$ cat src/rtl/delta_encoder.sv
// -----------------------------------------------------------------------------
// delta_encoder
//   Per-channel delta encoder for an interleaved sample stream. Each channel
//   keeps its last sample (prev), a seen flag and a keyframe counter. Beats are
//   emitted raw (key) or as a (W+1)-bit two's-complement delta, optionally
//   zigzag-mapped so small magnitudes become small unsigned codes.
//
//   Handshake: a beat transfers on any rising edge where valid && ready.
//   The producer holds valid and its payload until that edge, and the
//   consumer may change ready at any time. The output is one register
//   stage: in_ready = rst_n && (!out_valid || out_ready), and the payload
//   is frozen while out_valid && !out_ready.
//
// Ports
//   clk, rst_n         : clock, synchronous active-low reset
//   in_valid/in_ready  : input handshake
//   in_data, in_ch     : unsigned sample and its channel tag
//   mode               : 00 passthrough, 01 delta, 10 delta+zigzag, 11 = 01
//   clear              : one-cycle pulse that wipes all channel history
//   out_valid/out_ready: output handshake
//   out_data           : encoded word (W+1 bits)
//   out_ch             : channel tag of out_data
//   out_key            : out_data is a raw sample
//   out_err            : the beat's channel tag was out of range
// -----------------------------------------------------------------------------
package parameters;
  localparam int DATA_WIDTH = 8;
endpackage

module delta_encoder #(
  parameter int DATA_WIDTH   = parameters::DATA_WIDTH,
  parameter int NUM_CH       = 4,
  parameter int KEY_INTERVAL = 16,
  // Normally derived; may be widened so out-of-range tags are expressible.
  parameter int CH_W         = (NUM_CH > 1) ? $clog2(NUM_CH) : 1
) (
  input  logic                  clk,
  input  logic                  rst_n,
  input  logic                  in_valid,
  output logic                  in_ready,
  input  logic [DATA_WIDTH-1:0] in_data,
  input  logic [CH_W-1:0]       in_ch,
  input  logic [1:0]            mode,
  input  logic                  clear,
  output logic                  out_valid,
  input  logic                  out_ready,
  output logic [DATA_WIDTH:0]   out_data,
  output logic [CH_W-1:0]       out_ch,
  output logic                  out_key,
  output logic                  out_err
);

  localparam int W     = DATA_WIDTH;
  localparam int CNT_W = (KEY_INTERVAL > 1) ? $clog2(KEY_INTERVAL) : 1;
  localparam logic [CNT_W-1:0] CNT_MAX =
    (KEY_INTERVAL > 0) ? CNT_W'(KEY_INTERVAL - 1) : '0;
  localparam logic [CH_W:0] NUM_CH_EXT = (CH_W + 1)'(NUM_CH);

  // Channel history
  logic [W-1:0]     prev_q [NUM_CH];
  logic [NUM_CH-1:0] seen_q;
  logic [CNT_W-1:0] cnt_q  [NUM_CH];

  // Combinational datapath
  logic             accept;
  logic             ch_err;
  logic [W-1:0]     sel_prev;
  logic             sel_seen;
  logic [CNT_W-1:0] sel_cnt;
  logic             base_seen;
  logic [CNT_W-1:0] base_cnt;
  logic [CNT_W-1:0] cnt_next;
  logic             is_key;
  logic [W:0]       delta;
  logic [W:0]       zigzag;
  logic [W:0]       enc;

  assign in_ready = rst_n && (!out_valid || out_ready);

  always_comb begin
    accept   = in_valid && in_ready;
    ch_err   = ({1'b0, in_ch} >= NUM_CH_EXT);
    sel_prev = '0;
    sel_seen = 1'b0;
    sel_cnt  = '0;
    // Loop-compare select avoids indexing the arrays with a tag that may be
    // wider than (or out of range for) the channel count.
    for (int i = 0; i < NUM_CH; i++) begin
      if (in_ch == CH_W'(i)) begin
        sel_prev = prev_q[i];
        sel_seen = seen_q[i];
        sel_cnt  = cnt_q[i];
      end
    end
    // A coincident clear makes the beat see freshly-cleared history.
    base_seen = sel_seen && !clear;
    base_cnt  = clear ? '0 : sel_cnt;
    is_key    = ch_err || (mode == 2'b00) || !base_seen ||
                ((KEY_INTERVAL > 0) && (base_cnt == '0));
    if ((KEY_INTERVAL == 0) || (base_cnt == CNT_MAX)) cnt_next = '0;
    else                                              cnt_next = base_cnt + 1'b1;
    // Wrap-around subtraction in W+1 bits gives the exact signed difference.
    delta  = {1'b0, in_data} - {1'b0, sel_prev};
    zigzag = {delta[W-1:0], 1'b0} ^ {(W + 1){delta[W]}};
    if (is_key)               enc = {1'b0, in_data};
    else if (mode == 2'b10)   enc = zigzag;
    else                      enc = delta;
  end

  always_ff @(posedge clk) begin
    if (!rst_n) begin
      out_valid <= 1'b0;
      out_data  <= '0;
      out_ch    <= '0;
      out_key   <= 1'b0;
      out_err   <= 1'b0;
      seen_q    <= '0;
      for (int i = 0; i < NUM_CH; i++) cnt_q[i] <= '0;
    end else begin
      if (accept) begin
        out_valid <= 1'b1;
        out_data  <= enc;
        out_ch    <= in_ch;
        out_key   <= is_key;
        out_err   <= ch_err;
      end else if (out_ready) begin
        out_valid <= 1'b0;
      end
      for (int i = 0; i < NUM_CH; i++) begin
        if (clear) begin
          seen_q[i] <= 1'b0;
          cnt_q[i]  <= '0;
        end
        // Later assignment wins, so a beat landing with clear updates its channel.
        if (accept && !ch_err && (in_ch == CH_W'(i))) begin
          prev_q[i] <= in_data;
          seen_q[i] <= 1'b1;
          cnt_q[i]  <= cnt_next;
        end
      end
    end
  end

endmodule

$ cat config.mk
export PLATFORM = sky130hd
export DESIGN_NAME = delta_encoder
export DESIGN_NICKNAME = d
export VERILOG_FILES = /design/src/rtl/delta_encoder.sv
export SDC_FILE = /design/constraint.sdc
export NUM_CORES = 1
export LEC_CHECK = 0
export BUFFER_PORTS_ARGS = -buffer_cell sky130_fd_sc_hd__buf_2
export CORE_ASPECT_RATIO = 0.7
export CORE_MARGIN = 2
export CORE_UTILIZATION = 40
export DETAILED_ROUTE_END_ITERATION = 8
export MAX_ROUTING_LAYER = met4
export PLACE_DENSITY = 0.62
export SETUP_SLACK_MARGIN = 0.4
export SYNTH_ARGS = -nofsm -noshare
export SYNTH_HDL_FRONTEND = slang
export SYNTH_SLANG_ARGS = --single-unit
$ cat constraint.sdc
create_clock -name clk -period 3.8 [get_ports clk]
set_input_delay 0.19 -clock clk [delete_from_list [all_inputs] [get_ports clk]]
set_output_delay 0.19 -clock clk [all_outputs]
set_load 0.1 [all_outputs]
==> run_results.csv <==
group,metric,value,unit
global_routing,grt_remaining_overflow,0,
finish,area_growth,15.1,%
logic_synthesis,ys_types,49,
logic_synthesis,ys_top_cells_by_count,"edfxtp_1, nor2_1, nand2_1",
logic_synthesis,synth.area.top_cells,"edfxtp_1, dfxtp_1, mux4_2, ha_1, nor2_1",
sta,maxSlewHeadroom,41.6,%
routing,vias,2203,
setup_path,critPathLaunchType,"primary input",
clock_network,cts_root_buf,"clkbuf_16",
power,cellLeakagePower,1.54,nW
sta,setup_viol_count_final,0,
finish,layout-drive-gt1-share,21.0,%
clock_network,htree_levels,3,
setup_path,critical_path.max_fanout,19,
logic_synthesis,synth.most_common_cell,"edfxtp_1",
routing,wl_per_cell,16.7,um
sta,finalSetupTns,0,ps
floorplan,placement_rows,27,
sta,skew,5.87,ps
clock_network,worst_skew_pair.late_latency,340,ps
setup_path,required,4020,ps
routing,vias_per_cell,5.25,
outcome,violations,"DRC",
floorplan,chipWidth,113,um
min_path,min_to,"out_valid",
power,ir_worst_vdd,385,uV
sta,worstMarginPinSlew,874,ps
sta,layout_worst_path_cycle_share,77.7,%
min_path,hold_class,"primary input to flip-flop",
floorplan,die-area,0.00910,mm2
placement,portBuffers,30,
logic_synthesis,yosys_warnings,0,
setup_path,rr_worst_depth,9,
logic_synthesis,ys_seq_elements,65,
clock_network,cts_tree,"yes",
logic_synthesis,netlist_area,0.00334,mm2
global_routing,grt_pass1_vias,2118,
routing,drc,5,
clock_network,clk_pin_slew_worst_paths,60,ps
logic_synthesis,synth_edf_count,48,
logic_synthesis,synthFlopType,"edfxtp_1",
routing,firstDrtPassIters,6,
power,power,1.95,mW
routing,routed_wl,6990,um
global_routing,grt_max_degree,24,
logic_synthesis,synthArstFlopShare,0,%
clock_network,clock_path_buffers,2,
global_routing,grt_pass1_wl,11400,um
finish,diodes,0,
floorplan,boundaryPins,32,
logic_synthesis,syn_nets,317,
setup_path,r2r_start,"prev_q[3][0]",
placement,place_ws,489,ps
routing,drtIter0Drc,137,
logic_synthesis,syn-instance-count,288,
sta,final_max_slew_viol_count,0,
setup_path,ff2ff_setup_slack,890,ps
clock_network,ctsHoldBuffers,0,
finish,final_nets,343,
floorplan,initial_utilization,41.8,%
logic_synthesis,ys_seq_area_share,53.4,%
min_path,min_path_cells,3,
sta,hold_viol,0,
clock_network,numCtsBuffers,9,
logic_synthesis,synth_top_area_cell,"edfxtp_1",
finish,post-route-util,48.2,%
clock_network,cts_sinks,65,
setup_path,end_kind,"flip-flop",
run,cap_violations,0,
floorplan,core-area,0.00797,mm2
clock_network,post-cts-setup-buffer-count,0,
setup_path,worstPathArrival,3170,ps
setup_path,crit_type,"primary input to flip-flop",
global_routing,antenna_found_initial,0,
placement,gp_congestion,0.774,
floorplan,die_h,80.4,um
logic_synthesis,syn_avg_cell_area,11.6,um2
power,power_density,509,mW/mm2
placement,hpwlAfterDp,4950,um
logic_synthesis,synthDominantCellAreaShare,43.2,%
sta,fmax,339,MHz
clock_network,ctsResizeCount,0,
setup_path,reg2reg_to,"out_data[2]",
outcome,status,"complete, but fails checks",
sta,worst_slack,847,ps
global_routing,track_usage,17.5,%
min_path,worstHoldStart,"in_valid",
sta,grt_setup_unrepaired,"false",
sta,finalCriticalPeriod,2950,ps
routing,ant_nets,0,
## final cells by class
type / count / area [um2]
inverters: 19 / 71.3
multi-input cells: 187 / 1380
well taps: 101 / 126
flip-flops and latches: 65 / 1780
clock inverters: 7 / 86.3
clock buffers: 9 / 225
fillers: 731 / 4130
repair buffers: 32 / 165
## per-stage QoR
step | area (um2) | cells | hold WS, ps
floorplan | 3340 | 288 | 289
global placement | 3530 | 404 | 436
detailed placement | 3530 | 404 | 442
CTS | 3840 | 420 | 96.9
global route | 3840 | 420 | 105
finish | 3840 | 420 | 107
## placed cells by master, fill, tap and decap left out, types with 9 or more instances in the layout
cell type / netlist / layout
a21oi_1: 12 / 12
buf_2: 4 / 30
clkbuf_16: 0 / 9
dfxtp_1: 17 / 17
edfxtp_1: 48 / 48
ha_1: 11 / 11
inv_1: 19 / 19
mux2i_1: 10 / 10
mux4_2: 10 / 10
nand2_1: 21 / 21
nor2_1: 33 / 33
o21ai_0: 15 / 15
## registers in the layout, summed over array words and instances (netlist names)
name	count
cnt_q	16
seen_q	4
out_valid	1
out_data	9
out_ch	2
out_key	1
prev_q	32
## power breakdown
group | internal (mW) | total (mW) | switching [mW]
clock network | 0.522 | 0.855 | 0.333
logic | 0.0965 | 0.303 | 0.206
registers | 0.787 | 0.796 | 0.00896
total | 1.41 | 1.95 | 0.548
## kinds of logic after synthesis
kind of cell / Yosys count / synth area share, %
simple gates: 90 / 13.0
buf+inv: 36 / 5.10
fa+ha+maj: 12 / 4.73
compound gates: 53 / 10.8
other cells: 1 / 0.112
mux: 22 / 10.4
flops: 65 / 53.4
xor+xnor: 9 / 2.36
## per-layer routing
metal | track usage [%] | share of wire [%]
met1 | 25.2 | 51
met2 | 22.8 | 39
met3 | 6.04 | 8.3
met4 | 5.49 | 1.5
met5 | - | 0
## worst max-delay path: stages
cell and delay [ps]:
buf_2 430, mux4_2 350, nor2b_1 380, inv_1 90
ha_1 240, nor4b_1 150, nor4b_1 390, o21ai_2 250
or3_1 420, a221oi_2 180, nor3_1 80
## how the worst max path moves through the flow
| stage | cells after the start | startpoint | end | slack [ps] |
|---|---|---|---|---|
| 3_3_place_gp | 10 | in_ch[0] | out_data[3] | 580 |
| 3_5_place_dp | 11 | in_ch[0] | out_data[7] | 490 |
| 2_1_floorplan | 11 | in_ch[0] | out_data[6] | 830 |
| 6_report | 11 | in_ch[0] | out_data[7] | 850 |
| 4_1_cts | 11 | in_ch[0] | out_data[7] | 850 |
| 5_1_grt | 10 | in_ch[0] | out_data[2] | 600 |
(Power assumes the default switching activity.)
